`src/rtl/dcache_ctrl_pkg.sv`:
```
// ---------------------------------------------------------------------------
// dcache_ctrl_pkg
// Shared definitions for the data cache miss-handling controller:
//   - default widths for address, data, byte mask and miss counter
//   - default memory timeout in cycles
//   - controller state encoding
// ---------------------------------------------------------------------------
package dcache_ctrl_pkg;

   localparam int ADDR_WIDTH_DEF = 10;   // 5-bit tag + 5-bit index
   localparam int DATA_WIDTH_DEF = 32;
   localparam int MASK_WIDTH     = 4;    // one enable per byte of a word
   localparam int TIMEOUT_DEF    = 64;
   localparam int CNT_WIDTH_DEF  = 16;

   typedef enum logic [2:0] {
      IDLE,
      WRITEBACK,
      REFILL,
      INSTALL,
      REPLAY
   } ctrl_state_t;

endpackage : dcache_ctrl_pkg

```
`src/rtl/mem_timeout_counter.sv`:
```
// ---------------------------------------------------------------------------
// mem_timeout_counter
// Counts cycles spent waiting on a memory transaction.
//   clk, reset : clock and synchronous active-high reset
//   load       : restart the count at zero (a new wait begins)
//   count_en   : advance the count by one (a cycle passed without mem_ready)
//   expired    : the count has reached TIMEOUT-1
// The count holds at TIMEOUT-1 so expired stays asserted until reloaded.
// ---------------------------------------------------------------------------
module mem_timeout_counter #(
   parameter int TIMEOUT = 64
) (
   input  logic clk,
   input  logic reset,
   input  logic load,
   input  logic count_en,
   output logic expired
);

   localparam int CW = (TIMEOUT > 1) ? $clog2(TIMEOUT) : 1;
   localparam logic [CW-1:0] LAST = CW'(TIMEOUT - 1);

   logic [CW-1:0] count_reg;

   always_ff @(posedge clk) begin
      if (reset || load) begin
         count_reg <= '0;
      end else if (count_en && (count_reg != LAST)) begin
         count_reg <= count_reg + CW'(1);
      end
   end

   assign expired = (count_reg == LAST);

endmodule : mem_timeout_counter

```
`src/rtl/data_cache_controller.sv`:
```
// ---------------------------------------------------------------------------
// data_cache_controller
// Miss sequencer between the CPU load/store stage, a 2-way data cache and
// data memory. Hits complete with no stall. A miss stalls the CPU, flushes a
// dirty LRU victim, refills the line, installs it and replays the access.
//   CPU side   : cpu_read/cpu_write/cpu_address/cpu_write_data/cpu_write_mask,
//                cpu_stall
//   Cache side : cache_hit, cache_victim_dirty, cache_flush_{address,data,mask}
//                in; cache_read_enable, cache_write_enable, cache_address,
//                cache_fill, cache_fill_data out
//   Memory     : mem_request, mem_write, mem_address, mem_write_data,
//                mem_write_mask out; mem_read_data, mem_ready in
//   Status     : miss_count (saturating), mem_error (sticky timeout/replay)
// ---------------------------------------------------------------------------
module data_cache_controller
   import dcache_ctrl_pkg::*;
#(
   parameter int ADDR_WIDTH = ADDR_WIDTH_DEF,
   parameter int DATA_WIDTH = DATA_WIDTH_DEF,
   parameter int TIMEOUT    = TIMEOUT_DEF,
   parameter int CNT_WIDTH  = CNT_WIDTH_DEF
) (
   input  logic                  clk,
   input  logic                  reset,
   input  logic                  cpu_read,
   input  logic                  cpu_write,
   input  logic [ADDR_WIDTH-1:0] cpu_address,
   input  logic [DATA_WIDTH-1:0] cpu_write_data,
   input  logic [MASK_WIDTH-1:0] cpu_write_mask,
   output logic                  cpu_stall,
   input  logic                  cache_hit,
   input  logic                  cache_victim_dirty,
   input  logic [ADDR_WIDTH-1:0] cache_flush_address,
   input  logic [DATA_WIDTH-1:0] cache_flush_data,
   input  logic [MASK_WIDTH-1:0] cache_flush_mask,
   output logic                  cache_read_enable,
   output logic                  cache_write_enable,
   output logic [ADDR_WIDTH-1:0] cache_address,
   output logic                  cache_fill,
   output logic [DATA_WIDTH-1:0] cache_fill_data,
   output logic                  mem_request,
   output logic                  mem_write,
   output logic [ADDR_WIDTH-1:0] mem_address,
   output logic [DATA_WIDTH-1:0] mem_write_data,
   output logic [MASK_WIDTH-1:0] mem_write_mask,
   input  logic [DATA_WIDTH-1:0] mem_read_data,
   input  logic                  mem_ready,
   output logic [CNT_WIDTH-1:0]  miss_count,
   output logic                  mem_error
);

   ctrl_state_t           state_reg;
   logic                  op_write_reg;
   logic [ADDR_WIDTH-1:0] addr_reg;
   logic [DATA_WIDTH-1:0] wdata_reg;
   logic [MASK_WIDTH-1:0] wmask_reg;
   logic [DATA_WIDTH-1:0] fill_data_reg;
   logic                  cache_fill_reg;
   logic                  mem_request_reg;
   logic                  mem_write_reg;
   logic [ADDR_WIDTH-1:0] mem_address_reg;
   logic [DATA_WIDTH-1:0] mem_write_data_reg;
   logic [MASK_WIDTH-1:0] mem_write_mask_reg;
   logic [CNT_WIDTH-1:0]  miss_count_reg;
   logic                  mem_error_reg;

   logic request;
   logic miss;
   logic load_timer;
   logic count_timer;
   logic timer_expired;

   assign request = cpu_read | cpu_write;
   assign miss    = (state_reg == IDLE) && request && !cache_hit;

   // A wait starts when a miss launches the first memory transaction, and
   // again when the writeback completes and the refill read begins.
   assign load_timer  = miss || ((state_reg == WRITEBACK) && mem_ready);
   assign count_timer = ((state_reg == WRITEBACK) || (state_reg == REFILL)) && !mem_ready;

   mem_timeout_counter #(
      .TIMEOUT (TIMEOUT)
   ) u_timeout (
      .clk      (clk),
      .reset    (reset),
      .load     (load_timer),
      .count_en (count_timer),
      .expired  (timer_expired)
   );

   // The memory-side outputs double as the victim latches: the flush fields
   // are captured straight into them on a dirty miss.
   always_ff @(posedge clk) begin
      if (reset) begin
         state_reg          <= IDLE;
         op_write_reg       <= 1'b0;
         addr_reg           <= '0;
         wdata_reg          <= '0;
         wmask_reg          <= '0;
         fill_data_reg      <= '0;
         cache_fill_reg     <= 1'b0;
         mem_request_reg    <= 1'b0;
         mem_write_reg      <= 1'b0;
         mem_address_reg    <= '0;
         mem_write_data_reg <= '0;
         mem_write_mask_reg <= '0;
         miss_count_reg     <= '0;
         mem_error_reg      <= 1'b0;
      end else begin
         case (state_reg)
            IDLE: begin
               if (miss) begin
                  op_write_reg    <= cpu_write;
                  addr_reg        <= cpu_address;
                  wdata_reg       <= cpu_write_data;
                  wmask_reg       <= cpu_write_mask;
                  mem_request_reg <= 1'b1;
                  if (miss_count_reg != '1) begin
                     miss_count_reg <= miss_count_reg + CNT_WIDTH'(1);
                  end
                  if (cache_victim_dirty) begin
                     mem_write_reg      <= 1'b1;
                     mem_address_reg    <= cache_flush_address;
                     mem_write_data_reg <= cache_flush_data;
                     mem_write_mask_reg <= cache_flush_mask;
                     state_reg          <= WRITEBACK;
                  end else begin
                     mem_write_reg   <= 1'b0;
                     mem_address_reg <= cpu_address;
                     state_reg       <= REFILL;
                  end
               end
            end
            WRITEBACK: begin
               if (mem_ready) begin
                  mem_write_reg   <= 1'b0;
                  mem_address_reg <= addr_reg;
                  state_reg       <= REFILL;
               end else if (timer_expired) begin
                  mem_error_reg   <= 1'b1;
                  mem_request_reg <= 1'b0;
                  mem_write_reg   <= 1'b0;
                  state_reg       <= IDLE;
               end
            end
            REFILL: begin
               if (mem_ready) begin
                  fill_data_reg   <= mem_read_data;
                  mem_request_reg <= 1'b0;
                  cache_fill_reg  <= 1'b1;
                  state_reg       <= INSTALL;
               end else if (timer_expired) begin
                  mem_error_reg   <= 1'b1;
                  mem_request_reg <= 1'b0;
                  state_reg       <= IDLE;
               end
            end
            INSTALL: begin
               cache_fill_reg <= 1'b0;
               state_reg      <= REPLAY;
            end
            REPLAY: begin
               // The line was just installed, so a replay miss means the
               // cache and controller disagree; flag it and let the CPU retry.
               if (!cache_hit) begin
                  mem_error_reg <= 1'b1;
               end
               state_reg <= IDLE;
            end
            default: state_reg <= IDLE;
         endcase
      end
   end

   always_comb begin
      cache_address      = addr_reg;
      cache_read_enable  = 1'b0;
      cache_write_enable = 1'b0;
      cpu_stall          = 1'b0;
      cache_fill_data    = fill_data_reg;
      case (state_reg)
         IDLE: begin
            cache_address      = cpu_address;
            cache_read_enable  = cpu_read & ~cpu_write;   // write wins
            cache_write_enable = cpu_write;
            cpu_stall          = request & ~cache_hit;
         end
         WRITEBACK, REFILL, INSTALL: begin
            cpu_stall = 1'b1;
         end
         REPLAY: begin
            // The cache data port is shared: a replayed store presents its
            // latched data there. A store with no byte enables writes nothing.
            cache_read_enable  = ~op_write_reg;
            cache_write_enable = op_write_reg & (|wmask_reg);
            cpu_stall          = ~cache_hit;
            if (op_write_reg) begin
               cache_fill_data = wdata_reg;
            end
         end
         default: begin
            cpu_stall = 1'b0;
         end
      endcase
   end

   assign cache_fill     = cache_fill_reg;
   assign mem_request    = mem_request_reg;
   assign mem_write      = mem_write_reg;
   assign mem_address    = mem_address_reg;
   assign mem_write_data = mem_write_data_reg;
   assign mem_write_mask = mem_write_mask_reg;
   assign miss_count     = miss_count_reg;
   assign mem_error      = mem_error_reg;

endmodule : data_cache_controller

```
`config.mk`:
```
export PLATFORM = sky130hd
export DESIGN_NAME = data_cache_controller
export DESIGN_NICKNAME = d
export VERILOG_FILES = /design/src/rtl/dcache_ctrl_pkg.sv /design/src/rtl/mem_timeout_counter.sv /design/src/rtl/data_cache_controller.sv
export SDC_FILE = /design/constraint.sdc
export NUM_CORES = 1
export LEC_CHECK = 0
export ABC_AREA = 1
export BUFFER_PORTS_ARGS = -buffer_cell sky130_fd_sc_hd__buf_2
export CORE_MARGIN = 4
export CORE_UTILIZATION = 55
export CTS_BUF_LIST = sky130_fd_sc_hd__clkbuf_8
export CTS_CLUSTER_SIZE = 25
export DETAILED_ROUTE_END_ITERATION = 10
export GPL_ROUTABILITY_DRIVEN = 0
export GPL_TIMING_DRIVEN = 0
export PLACE_DENSITY = 0.87
export SLEW_MARGIN = 10
export SYNTH_ARGS = -nofsm -noshare
export SYNTH_HDL_FRONTEND = slang
export SYNTH_SLANG_ARGS = --single-unit
```
`constraint.sdc`:
```
create_clock -name clk -period 3.2 [get_ports clk]
set_input_delay 0.32 -clock clk [delete_from_list [all_inputs] [get_ports clk]]
set_output_delay 0.32 -clock clk [all_outputs]
set_load 0.005 [all_outputs]
```
==> impl_metrics.env <==
export IMPL_p_leak_nw=4.12
export IMPL_grt_use_met1=0.344
export IMPL_rows=39
export IMPL_synthTopCellsByArea="dfxtp_1, nor2_1, o21ai_0"
export IMPL_vias_per_cell=5.27
export IMPL_postCtsSetupBuffers=0
export IMPL_synthCells=907
export IMPL_ctsResizeCount=0
export IMPL_overflow=0
export IMPL_yosys_area_top_type="dfxtp_1"
export IMPL_cts_max_level=4
export IMPL_finalMaxSlewViolations=0
export IMPL_timing_final_crit_share=0.808
export IMPL_cp_slowest_stage_delay_ps=390
export IMPL_grt_usage=0.284
export IMPL_drc=0
export IMPL_fillers=984
export IMPL_drt_wl_total_um=20000
export IMPL_drt_pass1_iterations=5
export IMPL_synth_flop_cell="dfxtp_1"
export IMPL_antenna_cells=0
export IMPL_worstPathRequired_ps=2880
export IMPL_fmax_mhz=387
export IMPL_worstPathArrival_ps=2260
export IMPL_r2r_slack_ps=1360
export IMPL_status="completed"
export IMPL_clockBufferDepth=2
export IMPL_crit_chain="nor2_4, nand2_1, nor2_2, buf_4, mux2_1, buf_2"
export IMPL_synthTopCellsByCount="nor2_1, dfxtp_1, o21ai_0"
export IMPL_synth_edf_count=0
export IMPL_grt_use_met2=0.470
export IMPL_io_buffers=240
export IMPL_yosysSeqAreaShare=0.463
export IMPL_hold_violations=0
export IMPL_final_nets=1299
export IMPL_cts_sinks=154
export IMPL_dp_slack_ps=1110
export IMPL_multi_input_area_um2=3130
export IMPL_synth_most_common_cell="nor2_1"
export IMPL_ios=242
export IMPL_grt_pass1_vias=6655
export IMPL_clockRootBuffer="clkbuf_8"
export IMPL_setup_slack_ps=616
export IMPL_start_util=0.573
export IMPL_rr_startpoint="u_timeout.count_reg[0]"
export IMPL_cp_top_family="simple AND/OR/NAND/NOR gates"
export IMPL_cts_hold_buf=0
export IMPL_max_cap_viol_count=0
export IMPL_rsz0062_at_grt="no"
export IMPL_antenna_found_initial=1
export IMPL_clk_pin_slew_ps=80
export IMPL_insertion_delay_ps=460
export IMPL_drive_gt1_frac=0.278
export IMPL_synthDominantCellAreaShare=0.463
export IMPL_hp_start="cache_flush_data[20]"
export IMPL_wl_per_cell_um=15.2
export IMPL_area_growth_pct=26.9
export IMPL_register_area_um2=3080
export IMPL_worstMarginPinSlew_ps=590
export IMPL_yosys_warnings=0
export IMPL_synthArstFlopShare=0
export IMPL_crit_buf_inv=2
export IMPL_met3_usage=0.0846
export IMPL_grt_pass1_wl_um=32200
export IMPL_die_h_um=118
export IMPL_numCtsBuffers=17
export IMPL_crit_cells=6
export IMPL_relSlewSlack=0.607
export IMPL_synth_fp_nets=1040
export IMPL_die_area_um2=13900
export IMPL_worstSetupStartpointType="flip-flop"
export IMPL_ys_seq_elements=154
export IMPL_reg2regPathDepth=8
export IMPL_setup_tns_ps=0
export IMPL_hold_end="mem_write_data[20]"
export IMPL_path_max_fanout=10
export IMPL_tritoncts="yes"
export IMPL_vdd_drop_max_v=0.000436
export IMPL_final_setup_viol_count=0
export IMPL_path_class="flip-flop to primary output"
export IMPL_vias=6961
export IMPL_grt_busiest_layer="met2"
export IMPL_power_density_nw_per_um2=522
export IMPL_hold_class="input pin to flip-flop"
export IMPL_syn_area_per_cell_um2=7.34
export IMPL_grt_max_degree=17
export IMPL_synth_cell_types=35
export IMPL_slowest_stage="dfxtp_1"
export IMPL_min_period_ps=2580
export IMPL_synth_cell_area_um2=6660
export IMPL_die_w_um=118
export IMPL_dp_hpwl_um=14900
export IMPL_hold_depth=3
export IMPL_drt_iter0_drc=528
export IMPL_rr_endpoint="u_timeout.count_reg[2]"
export IMPL_cp_end_kind="primary output"
export IMPL_antenna_left=0
export IMPL_final_util=0.728
export IMPL_skew_ps=9.50
export IMPL_fp_coreArea_um2=11600
## worst max-delay path by stage
stage | from | to | slack (ps)
floorplan | state_reg[0] | cache_fill_data[10] | 1570
global placement | cpu_write | cpu_stall | 1130
detailed placement | state_reg[0] | cache_fill_data[4] | 1110
CTS | state_reg[0] | cache_fill_data[4] | 600
global route | state_reg[0] | cache_fill_data[4] | 500
finish | state_reg[0] | cache_fill_data[4] | 620
## through the flow
step | std cells | cell area, µm² | hold WS (ps) | total power, mW
CTS | 1320 | 8450 | 62.5 | 4.42
global route | 1320 | 8450 | 61.9 | 4.61
detailed placement | 1290 | 8040 | 464 | 2.91
finish | 1320 | 8450 | 78.2 | 4.41
global placement | 1290 | 8040 | 448 | 2.89
floorplan | 907 | 6660 | 437 | 2.58
## worst register-to-register path, stage by stage (launching register included)
cell,delay (ps)
dfxtp_1,390
ha_1,200
nand2_1,60
nor2_1,160
nand3_1,230
nand3_1,280
inv_1,180
a21oi_1,170
nor2_1,60
## cells in the final DEF, fill, tap and decap left out, drive strengths merged
cell      Yosys  routed
nor2        266     266
buf          23     263
o21ai       161     161
dfxtp       154     154
nand2       111     111
inv          51      53
clkbuf       27      48
mux2         32      32
nand3        30      30
a21oi        24      24
nand4         6       6
xor2          6       6
o21bai        3       3
xnor2         3       3
bufinv        0       3
clkinv        1       3
ha            2       2
clkinvlp      0       2
nand3b        1       1
nor4          1       1
o31ai         1       1
o2111ai       1       1
nor3          1       1
o32ai         1       1
o211ai        1       1
## layout make-up
class / count / share of cell area
plain buffers: 50 / 0.0292
inverters: 52 / 0.0237
repair buffers: 240 / 0.142
clock inverters: 9 / 0.0145
flip-flops and latches: 154 / 0.365
well taps: 143 / 0.0212
clock buffers: 21 / 0.0342
multi-input cells: 651 / 0.370
## routing by layer
layer,share of wire,routed length (µm)
met5,0.00065,13
met4,0.029,572
met3,0.080,1610
met2,0.48,9610
met1,0.41,8210
## cells by family (layout without fill, tap and decap cells)
logic type	after synthesis	count (layout)	synth area share
DFF	154	154	0.463
AOI/OAI and AO/OA	192	192	0.147
and+or+nand+nor	416	416	0.253
buffers and inverters	102	372	0.0671
muxes	32	32	0.0541
adders and majority gates	2	2	0.00376
xor gates and xnor gates	9	9	0.0118
## where the power goes
part / leakage [nW] / internal [mW] / total [mW] / switching, mW
Combinational: 2.65 / 0.298 / 0.737 / 0.439
Clock: 0.212 / 0.837 / 1.53 / 0.692
Sequential: 1.26 / 2.07 / 2.14 / 0.0789
Note: power is estimated with default switching activity, not from simulation.
